**src/rtl/ising_phase_reader.sv**
```systemverilog
// Measures the phase of N oscillator lines against osc_ref over a clk window and reports one spin bit per line.
// Done follows an accepted start by window+3 cycles; start is ignored while busy; PHASE_READER_COUNTS_EN adds the counts port.
module ising_phase_reader #(
   parameter int N     = 3,
   parameter int CNT_W = 16
) (
   input  logic               clk,
   input  logic               rstn,
   input  logic               osc_ref,
   input  logic [N-1:0]       osc_in,
   input  logic               start,
   input  logic               abort,
   input  logic [CNT_W-1:0]   window,
   output logic               busy,
   output logic               done,
   output logic [N-1:0]       spin
`ifdef PHASE_READER_COUNTS_EN
   ,
   output logic [N*CNT_W-1:0] counts
`endif
);

   typedef enum logic [1:0] {ST_IDLE, ST_SETTLE, ST_MEASURE, ST_DONE} state_t;

   state_t                     state, state_nxt;
   logic [1:0]                 rst_q;
   logic                       rst_ok;
   logic                       ref_s1, ref_s2;
   logic [N-1:0]               in_s1, in_s2;
   logic                       settle_q;
   logic [CNT_W-1:0]           win_q;
   logic [CNT_W-1:0]           cyc_q;
   logic [N-1:0][CNT_W-1:0]    cnt_q, cnt_nxt;
   logic [N-1:0]               spin_q;
   logic                       accept, finish;

   // Reset asserts immediately but release must propagate two edges before a start is honoured.
   always_ff @(posedge clk or negedge rstn) begin
      if (!rstn) rst_q <= 2'b00;
      else       rst_q <= {rst_q[0], 1'b1};
   end
   assign rst_ok = rst_q[1];

   always_ff @(posedge clk or negedge rstn) begin
      if (!rstn) begin
         ref_s1 <= 1'b0;
         ref_s2 <= 1'b0;
         in_s1  <= '0;
         in_s2  <= '0;
      end else begin
         ref_s1 <= osc_ref;
         ref_s2 <= ref_s1;
         in_s1  <= osc_in;
         in_s2  <= in_s1;
      end
   end

   always_comb begin
      state_nxt = state;
      accept    = 1'b0;
      finish    = 1'b0;
      case (state)
         ST_IDLE: begin
            if (start && !abort && rst_ok) begin
               state_nxt = ST_SETTLE;
               accept    = 1'b1;
            end
         end
         ST_SETTLE: begin
            if (abort)         state_nxt = ST_IDLE;
            else if (settle_q) state_nxt = ST_MEASURE;
         end
         ST_MEASURE: begin
            if (abort) begin
               state_nxt = ST_IDLE;
            end else if (cyc_q == win_q - CNT_W'(1)) begin
               state_nxt = ST_DONE;
               finish    = 1'b1;
            end
         end
         ST_DONE:    state_nxt = ST_IDLE;
         default:    state_nxt = ST_IDLE;
      endcase
   end

   always_comb begin
      cnt_nxt = cnt_q;
      for (int i = 0; i < N; i++) begin
         cnt_nxt[i] = cnt_q[i] + CNT_W'(in_s2[i] == ref_s2);
      end
   end

   always_ff @(posedge clk or negedge rstn) begin
      if (!rstn) begin
         state    <= ST_IDLE;
         settle_q <= 1'b0;
         win_q    <= '0;
         cyc_q    <= '0;
      end else begin
         state    <= state_nxt;
         settle_q <= (state == ST_SETTLE) ? ~settle_q : 1'b0;
         cyc_q    <= (state == ST_MEASURE) ? cyc_q + CNT_W'(1) : '0;
         if (accept) win_q <= (window == '0) ? CNT_W'(1) : window;
      end
   end

   // Spin is resolved on the edge entering DONE, so it is already valid while done is high.
   always_ff @(posedge clk or negedge rstn) begin
      if (!rstn) begin
         cnt_q  <= '0;
         spin_q <= '0;
      end else begin
         if (accept)                   cnt_q <= '0;
         else if (state == ST_MEASURE) cnt_q <= cnt_nxt;
         if (finish) begin
            for (int i = 0; i < N; i++) begin
               spin_q[i] <= ({cnt_nxt[i], 1'b0} > {1'b0, win_q});
            end
         end
      end
   end

   assign busy = (state != ST_IDLE);
   assign done = (state == ST_DONE);
   assign spin = spin_q;

`ifdef PHASE_READER_COUNTS_EN
   assign counts = cnt_q;
`endif

endmodule

```
**config.mk**
```make
export PLATFORM = sky130hd
export DESIGN_NAME = ising_phase_reader
export DESIGN_NICKNAME = d
export VERILOG_FILES = /design/src/rtl/ising_phase_reader.sv
export SDC_FILE = /design/constraint.sdc
export NUM_CORES = 1
export LEC_CHECK = 0
export BUFFER_PORTS_ARGS = -buffer_cell sky130_fd_sc_hd__buf_2
export CORE_MARGIN = 4
export CORE_UTILIZATION = 30
export CTS_CLUSTER_SIZE = 30
export DETAILED_ROUTE_END_ITERATION = 10
export PLACE_DENSITY_LB_ADDON = 0.05
export SKIP_CTS_REPAIR_TIMING = 1
export SLEW_MARGIN = 15
export SYNTH_ARGS = -nofsm -noshare
export SYNTH_HDL_FRONTEND = slang
export SYNTH_SLANG_ARGS = --single-unit
```
**constraint.sdc**
```tcl
create_clock -name clk -period 3.5 [get_ports clk]
set_input_delay 0.525 -clock clk [delete_from_list [all_inputs] [get_ports clk]]
set_output_delay 0.525 -clock clk [all_outputs]
set_load 0.01 [all_outputs]
```
==> reports/results.tsv, run 1 <==
stage	metric	value	unit
yosys	Synth Warn #	0	
yosys	top cells by area, synth	dfrtp_1, ha_1, o21ai_0, nand2_1, xor2_1	
route	router iterations before antenna repair	5	
yosys	average size of a mapped cell	8.71	sq um
route	DRC errors left	0	
yosys	most frequent cell after synthesis	dfrtp_1	
run_status	outcome	complete, no violations	
route	initial drt markers	294	
clock_network	clk sinks	96	
power	switching power	0.971	mW
floorplanning	FP Rows	52	
sta	Slew @ Worst Pin	0.868	ns
yosys	Cell Area, Synth	6270	sq um
route	post-route ant nets	0	
worst_setup_path	critical path fanouts, max	5	
sta	Final Cycle Share	93.7	%
yosys	Synth area leader	dfrtp_1	
sta	minimum clock period	3.28	ns
route	via count	5193	
clock_network	Clock Latency Late Sink	0.35	ns
worst_setup_path	CP Capture Type	flip-flop	
yosys	Synth top area share	38.3	%
yosys	count of cell types in the netlist	50	
layout	Final Non-Filler Cells	1020	
power	internal power	1.98	mW
sta	Max Slew Vio Count	0	
worst_setup_path	Register-to-Register Path Depth	13	
grt	largest net degree at the start of global routing	60	
job	maxcap violations	0	
layout	area grow syn2layout	13.3	%
worst_setup_path	worst r2r dst	spin[0]$_DFFE_PN0P_	
sta	final setup fails	0	
yosys	post-synthesis xor/xnor area fraction	10.6	%
sta	final setup margin	0.220	ns
power	power per cell area	415	nW/um^2
route	Vias/cell	5.09	
worst_setup_path	Worst setup SP type	flip-flop	
placed_design	routability congestion estimate	0.805	
yosys	syn_nets	797	
yosys	flops & latches, synth	96	
worst_setup_path	Worst EP required	3.74	ns
floorplanning	chip width	153	um
clock_network	maximum root-to-sink buffer count	2	
hold_path	class of the worst hold path	in2async	
placed_design	placed cells	1004	
yosys	Post-synth ARST share	100	%
placed_design	input/output buffers	28	
power	Leak	3.30	nW
yosys	Synth Flop Type	dfrtp_1	
floorplanning	Starting Density	30.7	%
floorplanning	area of the die	23300	sq um
placed_design	Detail Placement HPWL	12400	um
yosys	largest family of logic cells by synthesized area	simple AND/OR/NAND/NOR gates	
worst_setup_path	CP Data Arrival Time	3.52	ns
grt	initial antenna violation count	1	
yosys	post-synthesis simple-gate area fraction	21.0	%
floorplanning	IO Pins	29	
floorplanning	total core area	20400	sq um
layout	nets	822	
clock_network	CTS tree	yes	
yosys	Post-synth top cells	dfrtp_1, nand2_1, o21ai_0	
layout	antenna cells	0	
worst_setup_path	Setup crit start	ref_s2$_DFF_PN0_	
worst_setup_path	Critical Path Sink	spin[0]$_DFFE_PN0P_	
sta	setup_tns	0	ns
power	Logic pwr share	21.6	%
sta	Post-Route Skew	0.0103	ns
floorplanning	Die Y	153	um
grt	first-pass GRT wire length	28800	um
sta	Achievable Freq	305	MHz
clock_network	clock slew at reported path FFs	0.08	ns
route	DRT Wirelength	17800	um
layout	Fillers	2125	
yosys	Synth Area in Compound Gates	14.5	%
grt	vias in the first global route	5181	
grt	GRT Util Overall	15.5	%
clock_network	cts bufs inserted	9	
route	WL/cell	17.4	um
yosys	mux cell area share after synthesis	0.538	%
yosys	number of flops mapped to enable cells by yosys	0	
layout	fin util	34.8	%
sta	Final Hold Viols	0	
yosys	Synth Instances	720	
worst_setup_path	internal reg-to-reg setup slack	0.22	ns
grt	grt total ovfl	0	
power	Net Sw Frac	32.9	%
clock_network	# H-tree levels	3	
power	Worst VDD drop	216	uV
power	Seq pwr share	42.7	%
clock_network	root buf cell	clkbuf_16	
sta	Rel. slew slack	42.0	%
worst_setup_path	CP Class	reg2reg	
yosys	Seq/Total Area, Yosys	38.3	%
placed_design	Place WS	0.0933	ns
sta	unrepaired setup endpoints after global routing	false	
layout	fraction of layout cells with a size suffix above 1	11.6	%
worst_setup_path	worst reg2reg startpoint	ref_s2$_DFF_PN0_	
power	Clk pwr share	35.7	%
yosys	Post-Synth Adder-Cell Area	10.7	%
==> worst max-delay path, cell delays in order, from the launching register on <==
cell and delay, ns:
dfrtp_1 0.43, xnor2_1 0.21, ha_1 0.23, ha_1 0.18
and3_1 0.27, nand3_4 0.15, nor3_2 0.20, xor2_1 0.11
ha_1 0.29, nand4_1 0.12, or4_1 0.47, o21ai_0 0.14
o21ai_0 0.10, mux2_2 0.26
==> cells by family after synthesis <==
| family | after synthesis |
|---|---|
| AOI/OAI and AO/OA | 157 |
| other | 1 |
| muxes | 3 |
| DFF | 96 |
| adders and majority gates | 54 |
| buffers and inverters | 55 |
| xor gates and xnor gates | 76 |
| and+or+nand+nor | 278 |
==> layout by cell type, fill, tap and decap left out, types with 3 or more instances in the layout <==
cell type and count:
buf_4 19, nand4_1 15, mux2_2 3, ha_1 53, a211oi_1 5, nand3_1 35
nor2b_1 5, nor3_1 11, a21o_1 8, xor2_1 40, o21ai_0 90, a21oi_1 18
and3_1 15, clkbuf_16 9, nor2_1 62, a31oi_1 11, o31ai_1 11, xnor2_1 35
buf_2 27, nor3_2 4, inv_1 22, nor4_1 10, dfrtp_1 96, nand2_1 94
==> power groups by stage <==
stage / sequential (mW) / combinational [mW] / clock, mW
2_1_floorplan: 1.25 / 0.439 / 0
3_3_place_gp: 1.28 / 0.634 / 0
3_5_place_dp: 1.28 / 0.649 / 0
4_1_cts: 1.26 / 0.652 / 1.10
5_1_grt: 1.27 / 0.729 / 1.13
6_report: 1.26 / 0.639 / 1.05
==> area by class of cell <==
class / instances / area [sq um] / share of cell area, %
inverters: 22 / 82.6 / 1.16
clock buffers: 10 / 239 / 3.36
multi-input cells: 569 / 3680 / 51.8
repair buffers: 47 / 298 / 4.19
well taps: 270 / 338 / 4.75
clock inverters: 6 / 66.3 / 0.933
flip-flops and latches: 96 / 2400 / 33.8
==> flip-flops by register name, summed over array words and instances (netlist names) <==
signal,cells
spin,3
ref_s2,1
rst_q,2
settle_q,1
cyc_q,16
state,2
cnt_q,48
in_s1,3
in_s2,3
win_q,16
ref_s1,1
==> layer usage <==
layer,up-vias,wire length [um],GRT usage [%],part of all wire (%)
li1,2574,-,-,-
met1,2514,8800,21.8,49
met2,83,8000,24.4,45
met3,20,615,2.36,3.5
met4,2,374,5.26,2.1
met5,-,8,0,0.045
==> metrics by stage <==
stage / area, sq um / hold slack, ns / power (mW)
final: 7110 / 0.259 / 2.95
after global routing: 7110 / 0.267 / 3.12
after CTS: 7050 / 0.263 / 3.01
after detailed placement: 6750 / 0.335 / 1.93
after global placement: 6750 / 0.335 / 1.91
after floorplan: 6270 / 0.229 / 1.68
==> how the worst min path moves through the flow <==
| stage | start | to | slack [ns] | depth (start not counted) |
|---|---|---|---|---|
| after floorplan | rstn | cnt_q[0]$_DFFE_PN0P_ | 0.23 | 0 |
| after global placement | rst_q[0]$_DFF_PN0_ | rst_q[1]$_DFF_PN0_ | 0.33 | 0 |
| after detailed placement | rst_q[0]$_DFF_PN0_ | rst_q[1]$_DFF_PN0_ | 0.33 | 0 |
| after CTS | osc_in[0] | in_s1[0]$_DFF_PN0_ | 0.26 | 1 |
| after global routing | osc_in[1] | in_s1[1]$_DFF_PN0_ | 0.27 | 1 |
| final | rstn | cyc_q[2]$_DFF_PN0_ | 0.26 | 1 |
(Power assumes the default switching activity.)
==> inputs of run 2 (changes only) <==
--- a/config.mk
+++ b/config.mk
@@ -5,6 +5,7 @@
 export SDC_FILE = /design/constraint.sdc
 export NUM_CORES = 1
 export LEC_CHECK = 0
+export ABC_AREA = 1
 export BUFFER_PORTS_ARGS = -buffer_cell sky130_fd_sc_hd__buf_2
 export CORE_MARGIN = 4
 export CORE_UTILIZATION = 30
==> run 2 against run 1 <==
Global-route usage is essentially flat; routed wire length shrank 0.52%; clock skew shrank 0.00080 ns; worst hold slack gained 0.016 ns; critical path type unchanged; critical endpoint is now spin[2]$_DFFE_PN0P_; largest cell class unchanged.
==> reports/results.tsv, run 2 <==
stage	metric	value	unit	change
placed_design	Detail Placement HPWL	13200	um	+6.6%
grt	initial antenna violation count	0		-1
floorplanning	IO Pins	29		unchanged
worst_setup_path	CP max stage delay	0.44	ns	-0.03 ns
layout	most frequent cells in the layout	nand2_1, inv_1, dfrtp_1, nor2_1, ha_1		
hold_path	class of the worst hold path	in2reg		
route	post-route ant nets	0		unchanged
yosys	most frequent cell after synthesis	nand2_1		
yosys	largest family of logic cells by synthesized area	simple AND/OR/NAND/NOR gates		
placed_design	routability congestion estimate	0.817		+1.6%
grt	met3 usage	2.06	%	-0.29 points
job	maxcap violations	0		unchanged
worst_setup_path	slowest CP cell	dfrtp_2		
floorplanning	total core area	20500	sq um	+0.32%
power	power per cell area	738	nW/um^2	+78%
layout	Final Non-Filler Cells	1116		+9.4%
placed_design	Placement Cell Area	6820	sq um	+1.1%
power	total power	5.27	mW	+79%
grt	largest net degree at the start of global routing	71		+18%
clock_network	# H-tree levels	3		unchanged
layout	nets	918		+12%
clock_network	cts bufs inserted	9		unchanged
yosys	Post-synth top cells	nand2_1, inv_1, dfrtp_1		
worst_setup_path	Cell Chain, Critical Path	xnor2_1 -> ha_1 -> nand2_1 -> nor2_1 -> nand3_1 -> nor2_2 -> nand3_1 -> nor2_1 -> xor2_1 -> inv_1 -> ha_1 -> nand2_1 -> nor2_1 -> a211oi_1 -> nand2_1 -> nand2_1 -> nand2_1 -> nand2_1 -> nand2_1 -> nand2_1 -> a21oi_2		
hold_path	Hold Path End	in_s1[0]$_DFF_PN0_		
clock_network	CTS tree	yes		
route	DRC errors left	0		unchanged
layout	Most flops, register	cnt_q		
worst_setup_path	internal reg-to-reg setup slack	0.35	ns	+0.13 ns
clock_network	clk sinks	96		unchanged
route	router iterations before antenna repair	5		unchanged
yosys	Post-Synth Adder-Cell Area	10.4	%	-0.28 points
yosys	number of flops mapped to enable cells by yosys	0		unchanged
yosys	Synth area leader	dfrtp_1		
sta	unrepaired setup endpoints after global routing	false		
layout	Register Area	2400	sq um	about the same
power	Leak	3.59	nW	+8.7%
sta	Rel. slew slack	36.1	%	-5.9 points
route	initial drt markers	355		+21%
route	WL/cell	15.9	um	-9.1%
layout	commonest non-fill, non-tap cell in the layout	nand2_1		
grt	Most Crowded Layer GR	met2		
clock_network	clock slew at reported path FFs	0.07	ns	about the same
worst_setup_path	CP Capture Type	flip-flop		
placed_design	placed cells	1100		+9.6%
worst_setup_path	worst reg2reg startpoint	ref_s2$_DFF_PN0_		
worst_setup_path	worst r2r dst	spin[2]$_DFFE_PN0P_		
floorplanning	Starting Density	31.0	%	+0.26 points
yosys	Synth Warn #	0		unchanged
floorplanning	chip width	153	um	+0.55%
route	Vias/cell	4.77		-6.4%
floorplanning	FP Rows	52		unchanged
placed_design	Place WS	0.190	ns	+0.0963 ns
yosys	syn_nets	886		+11%
layout	area occupied by multi-input gates	3420	sq um	-7.1%
sta	final setup fails	0		unchanged
clock_network	root buf cell	clkbuf_16		
layout	fin util	34.9	%	+0.067 points
worst_setup_path	Worst setup SP type	flip-flop		
floorplanning	area of the die	23500	sq um	+1.1%
yosys	average size of a mapped cell	7.85	sq um	-10%
layout	Fillers	2164		+1.8%
sta	Max Slew Vio Count	0		unchanged
floorplanning	Die Y	153	um	+0.55%
placed_design	input/output buffers	28		unchanged
grt	met1 usage	21.9	%	+0.15 points
layout	max reg flops	48		unchanged
hold_path	worst hold path depth	1		
yosys	mux cell area share after synthesis	0	%	-0.54 points
yosys	Synth Instances	809		+12%
run_status	outcome	complete, no violations		
worst_setup_path	CP Data Arrival Time	3.38	ns	-0.14 ns
yosys	Synth Area in Compound Gates	11.5	%	-3.0 points
worst_setup_path	Register-to-Register Path Depth	21		+8
sta	final setup margin	0.353	ns	+0.133 ns
layout	antenna cells	0		unchanged
worst_setup_path	critical path fanouts, max	3		-2
sta	Min Hold Slack	0.275	ns	+0.0161 ns
grt	first-pass GRT wire length	29000	um	+0.48%
clock_network	Clock Latency Late Sink	0.35	ns	about the same
yosys	Cell Area, Synth	6350	sq um	+1.2%
yosys	post-synthesis xor/xnor area fraction	6.33	%	-4.3 points
sta	setup_tns	0	ns	unchanged
grt	met2 global-route usage	24.6	%	+0.27 points
yosys	count of cell types in the netlist	45		-10%
clock_network	maximum root-to-sink buffer count	2		unchanged
sta	Final Hold Viols	0		unchanged
route	via count	5320		+2.4%
layout	fraction of layout cells with a size suffix above 1	11.8	%	+0.22 points
grt	vias in the first global route	5377		+3.8%
yosys	Seq/Total Area, Yosys	37.8	%	-0.45 points
sta	Slew @ Worst Pin	0.958	ns	+0.0901 ns
worst_setup_path	most frequent CP cell	nand2_1		
yosys	top cells by area, synth	dfrtp_1, nand2_1, ha_1, inv_1, xor2_1		
grt	grt total ovfl	0		unchanged
layout	final instance area	7150	sq um	+0.51%
yosys	post-synthesis simple-gate area fraction	25.2	%	+4.2 points
yosys	Synth Flop Type	dfrtp_1		
layout	top flop regs	cnt_q: 48 flops, cyc_q: 16 flops, win_q: 16 flops		
hold_path	HP Start	osc_in[0]		
yosys	Post-synth ARST share	100	%	unchanged
yosys	Synth top area share	37.8	%	-0.45 points
grt	GRT Util Overall	15.5	%	+0.026 points
yosys	flops & latches, synth	96		unchanged
route	DRT Wirelength	17700	um	-0.52%
sta	Post-Route Skew	0.00949	ns	-0.000804 ns
sta	Final Cycle Share	89.9	%	-3.8 points
sta	Achievable Freq	318	MHz	+4.2%
power	Worst VDD drop	258	uV	+19%
layout	area grow syn2layout	12.6	%	
worst_setup_path	Worst EP required	3.74	ns	about the same
worst_setup_path	CP Class	reg2reg		
sta	minimum clock period	3.15	ns	-0.133 ns
## run 2: changes by cell type after synthesis, sizes merged, moves of 15 or more
cell    delta
xnor2     -25
clkbuf    -20
nand2     +90
o21ai     -45
nor2      +15
o22ai     +21
inv      +110
## run 2: logic make-up after synthesis
family / Yosys count
AO/OA/AOI/OAI: 122
flip-flops: 96
adder cells (fa/ha/maj): 53
AND/OR/NAND/NOR: 347
other: 1
buffers and inverters: 145
XOR/XNOR: 45
## run 2: how the worst max path moves through the flow
stage | startpoint | endpoint | slack (ns) | depth (start not counted)
finish | ref_s2$_DFF_PN0_ | spin[2]$_DFFE_PN0P_ | 0.35 | 21
global route | ref_s2$_DFF_PN0_ | spin[0]$_DFFE_PN0P_ | 0.008 | 21
CTS | ref_s2$_DFF_PN0_ | spin[0]$_DFFE_PN0P_ | 0.16 | 21
global placement | ref_s2$_DFF_PN0_ | spin[0]$_DFFE_PN0P_ | 0.21 | 21
detailed placement | ref_s2$_DFF_PN0_ | spin[0]$_DFFE_PN0P_ | 0.19 | 21
floorplan | ref_s2$_DFF_PN0_ | spin[0]$_DFFE_PN0P_ | 0.71 | 21
## run 2: worst max-delay path, delay by kind of cell (launching register included)
kind	cells	cell delay (ns)
buffers and inverters	1	0.07
AO/OA/AOI/OAI	2	0.22
adder cells (fa/ha/maj)	2	0.50
XOR/XNOR	2	0.37
AND/OR/NAND/NOR	14	1.42
flip-flops	1	0.44
## run 2: final cells by class
class	instances	share of cell area, %
Clock buffer	11	3.40
Tap cell	270	4.73
Inverter	132	6.93
Timing Repair Buffer	34	2.63
Clock inverter	5	0.788
Multi-Input combinational cell	568	47.9
Sequential cell	96	33.6
## run 2: layer usage
metal	share of wire, %	vias up
met5	0	-
met4	2.5	0
met3	3.4	26
met2	45	81
met1	49	2515
li1	-	2698
## run 2: power breakdown
part,switching [mW],internal (mW)
clock,0.456,0.574
sequential,0.271,1.39
combinational,1.70,0.878
total,2.43,2.85
